<file path="src/rtl/usr_pkg.sv">
// Shared types and constants for the universal shift register.
package usr_pkg;

    typedef enum logic [1:0] {
        USR_HOLD = 2'b00,
        USR_SHR  = 2'b01,
        USR_SHL  = 2'b10,
        USR_LOAD = 2'b11
    } usr_mode_e;

    localparam int USR_DEFAULT_WIDTH = 4;

endpackage

</file>
<file path="src/rtl/usr_next_mux.sv">
// Combinational next-state selector: hold, shift right/left with serial-in from din, or load.
import usr_pkg::*;

module usr_next_mux #(
    parameter int WIDTH = USR_DEFAULT_WIDTH
) (
    input  usr_mode_e          mode,
    input  logic [WIDTH-1:0]   q,
    input  logic [WIDTH-1:0]   din,
    output logic [WIDTH-1:0]   next_q
);

    always_comb begin
        next_q = q;
        case (mode)
            USR_HOLD: next_q = q;
            // Serial-in comes from the din bit that sits at the entry end.
            USR_SHR:  next_q = {din[WIDTH-1], q[WIDTH-1:1]};
            USR_SHL:  next_q = {q[WIDTH-2:0], din[0]};
            USR_LOAD: next_q = din;
            default:  next_q = q;
        endcase
    end

endmodule

</file>
<file path="src/rtl/universal_shift_reg.sv">
// Universal shift register top: state register with synchronous clear.
// Optional simulation checks are compiled when USR_ASSERT_EN is defined.
import usr_pkg::*;

module universal_shift_reg #(
    parameter int WIDTH = USR_DEFAULT_WIDTH
) (
    output logic [WIDTH-1:0] DATAOUT,
    input  logic             clock,
    input  logic             reset,
    input  logic [1:0]       MODE,
    input  logic [WIDTH-1:0] DATAIN
);

    logic [WIDTH-1:0] r_q;
    logic [WIDTH-1:0] w_next_q;
    usr_mode_e        w_mode;

    assign w_mode  = usr_mode_e'(MODE);
    assign DATAOUT = r_q;

    usr_next_mux #(.WIDTH(WIDTH)) u_next_mux (
        .mode   (w_mode),
        .q      (r_q),
        .din    (DATAIN),
        .next_q (w_next_q)
    );

    always_ff @(posedge clock) begin
        if (reset) begin
            r_q <= '0;
        end else begin
            r_q <= w_next_q;
        end
    end

`ifdef USR_ASSERT_EN
    logic             r_chk_vld;
    logic             r_prev_rst;
    usr_mode_e        r_prev_mode;
    logic [WIDTH-1:0] r_prev_q;
    logic [WIDTH-1:0] r_prev_din;

    // r_prev_* capture what the previous edge saw; r_q now holds its result.
    always_ff @(posedge clock) begin
        r_chk_vld   <= 1'b1;
        r_prev_rst  <= reset;
        r_prev_mode <= w_mode;
        r_prev_q    <= r_q;
        r_prev_din  <= DATAIN;
        if (!reset) begin
            assert (!$isunknown({MODE, DATAIN}))
                else $error("usr: X/Z on MODE or DATAIN");
        end
        if (r_chk_vld === 1'b1) begin
            if (r_prev_rst) begin
                assert (r_q == '0) else $error("usr: nonzero after reset");
            end else begin
                case (r_prev_mode)
                    USR_HOLD: assert (r_q == r_prev_q)
                        else $error("usr: hold changed value");
                    USR_SHR:  assert (r_q == {r_prev_din[WIDTH-1], r_prev_q[WIDTH-1:1]})
                        else $error("usr: shift right result wrong");
                    USR_SHL:  assert (r_q == {r_prev_q[WIDTH-2:0], r_prev_din[0]})
                        else $error("usr: shift left result wrong");
                    USR_LOAD: assert (r_q == r_prev_din)
                        else $error("usr: load result wrong");
                    default: ;
                endcase
            end
        end
    end
`endif

endmodule

</file>
<file path="config.mk">
export PLATFORM = sky130hd
export DESIGN_NAME = universal_shift_reg
export DESIGN_NICKNAME = d
export VERILOG_FILES = /design/src/rtl/usr_pkg.sv /design/src/rtl/usr_next_mux.sv /design/src/rtl/universal_shift_reg.sv
export SDC_FILE = /design/constraint.sdc
export NUM_CORES = 1
export LEC_CHECK = 0
export BUFFER_PORTS_ARGS = -buffer_cell sky130_fd_sc_hd__buf_2
export CELL_PAD_IN_SITES_DETAIL_PLACEMENT = 0
export CELL_PAD_IN_SITES_GLOBAL_PLACEMENT = 2
export CORE_AREA = 2 2 39 41
export DETAILED_ROUTE_END_ITERATION = 8
export DIE_AREA = 0 0 41 43
export PLACE_DENSITY_LB_ADDON = 0.3
export SYNTH_ARGS = -nofsm -noshare
export SYNTH_HDL_FRONTEND = slang
export SYNTH_SLANG_ARGS = --single-unit
</file>
<file path="constraint.sdc">
create_clock -name clock -period 0.9 [get_ports clock]
set_input_delay 0.045 -clock clock [delete_from_list [all_inputs] [get_ports clock]]
set_output_delay 0.045 -clock clock [all_outputs]
set_load 0.05 [all_outputs]
</file>
==> impl_metrics.yaml <==
drt:
  vias: 202
  first_pass_iters: 1
  route.detailed.drc: 0
  first_iter_violations: 0
  ant_nets: 0
  viasPerCell: 3.88
  wl_per_cell_um: 10.5
  wl_um: 544
yosys:
  yosys-top-cells-area: "dfxtp_1 (39%), mux4_2 (22%), nor2b_4 (13%), mux2i_1 (9.6%), a211oi_1 (7.2%)"
  ys_seq_area_share_pct: 38.6
  synth_top_area_share_pct: 38.6
  synth_largest_area_cell: "dfxtp_1"
  synth_nets: 24
  syn_area_per_cell_um2: 13.0
  synth_top_family_by_area: "multiplexers"
  synth-simple-area-share_pct: 19.3
  synthAdderAreaFrac_pct: 0
  syn_area_um2: 208
  synthXorXnorAreaFrac_pct: 0
  ys_ff_latch: 4
  synth_cell_type_count: 7
  yosysWarnings: 0
  synth_compound_area_share_pct: 7.23
  netlist_instances: 16
  yosys-mux-area-fraction_pct: 31.3
power:
  ir_drop_mv: 0.673
  p_per_area_nw_per_um2: 1520
  share_seq_of_total_power_pct: 32.4
  intPower_mw: 0.428
  p_clk_share_pct: 39.4
  p_switching_mw: 0.177
  pwr-share-comb_pct: 28.2
  p_leak_nw: 0.186
  swShare_pct: 29.3
worst_hold_path:
  min_path_cells: 2
  hp-class: "input port to register"
sta:
  hold_violations: 0
  period_share_pct: 115
  fin_ws_ps: -131
  rsz0062_at_grt: "yes"
  slew_viol_final: 0
  max_freq_ghz: 0.970
  finClkSkew_ps: 2.74
  worst_hold_slack_ps: 59.8
  fin_crit_ps: 1030
  setup_viol_count_final: 2
  worst_slew_pin_slew_ps: 246
  slew_headroom_pct: 83.7
final_layout:
  final_common_cell: "buf_2"
  final_area_um2: 399
  largest_reg_flops: 4
  final_cell_mix: "buf_2 (8), dfxtp_4 (4), buf_4 (4), clkbuf_4 (3), buf_6 (3)"
  fin_nets: 46
  n_antenna_cell: 0
  drive_gt1_share_pct: 77.8
  syn_to_final_growth_pct: 92.2
  nFillCells: 151
worst_setup_path:
  cp_max_fo: 4
  cp-end-kind: "register"
  critPathMaxStageDelay_ps: 450
  crit_type: "register to register"
  r2r.worst_path.cells: 2
  crit_arrival_ps: 1160
  crit_slowest_cell: "mux4_2"
  required_ps: 1030
  path_cells: "mux4_2 -> nor2b_4"
  crit_path_start_kind: "register"
placed_design:
  placed_cell_area_um2: 328
  gp_congestion: 0.705
  hpwl_um: 429
  io_buffers: 11
floorplan:
  fp.dieH_um: 43
  die_w_um: 41
  std_cell_rows: 14
  die_area_um2: 1760
  io_pins: 12
  coreArea_um2: 1380
  initial_utilization_pct: 15.0
clocking:
  ctsHtreeMaxLevel: 1
  numCtsBuffers: 3
  cts.sinks: 4
  ctsLongestPathBuffers: 2
  clock_latency_ps: 240
  cts_tree: "yes"
  cts_hold_buffers: 0
  cts_root_buf: "clkbuf_4"
  clkTransAtPathRegs_ps: 40
run_status:
  violations: "setup timing"
  outcome: "complete, but fails checks"
global_routing:
  first_global_vias: 204
  grt_max_degree: 5
  grt_util_all_layers_pct: 8.45
  antenna_found_initial: 0
  grt_first_pass_wirelength_um: 848
  grt_overflow: 0
flow_run:
  drv_cap: 0
-- Yosys cell counts (all sizes together) --
library cell,n
nor2b,4
dfxtp,4
mux4,2
inv,2
mux2i,2
a211oi,2
-- worst max-delay path, delay by kind of cell, from the launching register on --
| family | cells | cell delay, ps |
|---|---|---|
| mux | 1 | 450 |
| simple gates | 1 | 130 |
| flops | 1 | 340 |
-- routing by layer --
metal | wire (µm) | global-route usage (%)
met1 | 234 | 8.41
met2 | 253 | 9.69
met3 | 47 | 9.42
met4 | 8 | 6.00
met5 | 0 | 0
-- final timing paths --
path	start	to	slack [ps]
worst max-delay path	DATAOUT[1]	DATAOUT[2]	-130
worst min-delay path	reset	DATAOUT[2]	60
worst max register to register	DATAOUT[1]	DATAOUT[2]	-130
worst min register to register	DATAOUT[2]	DATAOUT[3]	590
-- per-stage QoR --
| step | std cells | setup TNS, ps | setup slack, ps | util [%] | power [mW] |
|---|---|---|---|---|---|
| floorplan | 16 | -365 | -183 | - | 0.282 |
| global placement | 47 | -246 | -125 | 23.7 | 0.340 |
| detailed placement | 47 | -260 | -131 | 23.7 | 0.340 |
| CTS | 50 | -278 | -136 | 26.4 | 0.597 |
| global route | 52 | -369 | -154 | 28.8 | 0.648 |
| finish | 52 | -258 | -131 | 28.8 | 0.605 |
-- cells by family after synthesis --
| family | after synthesis |
|---|---|
| muxes | 4 |
| DFF | 4 |
| AOI/OAI and AO/OA | 2 |
| buffers and inverters | 2 |
| and+or+nand+nor | 4 |
-- repair_timing --
| action | in CTS | in global routing |
|---|---|---|
| endpoints found under the setup margin | 6 | 5 |
| buffers inserted | 0 | 2 |
| gates resized for setup | 5 | 5 |
| cloned | 0 | 0 |
-- cell type report --
| class | count | area, µm² | area share (%) |
|---|---|---|---|
| flip-flops and latches | 4 | 95.1 | 23.8 |
| repair buffers | 17 | 134 | 33.5 |
| multi-input cells | 10 | 120 | 30.1 |
| inverters | 2 | 7.51 | 1.88 |
| clock buffers | 3 | 22.5 | 5.64 |
| well taps | 16 | 20.0 | 5.02 |
-- power groups by stage --
stage | Sequential, mW | Combinational [mW] | Clock, mW
floorplan | 0.241 | 0.0408 | 0
global placement | 0.198 | 0.141 | 0
detailed placement | 0.199 | 0.142 | 0
CTS | 0.196 | 0.152 | 0.249
global route | 0.198 | 0.180 | 0.270
finish | 0.196 | 0.171 | 0.238
Power figures use the tool's default switching activity.
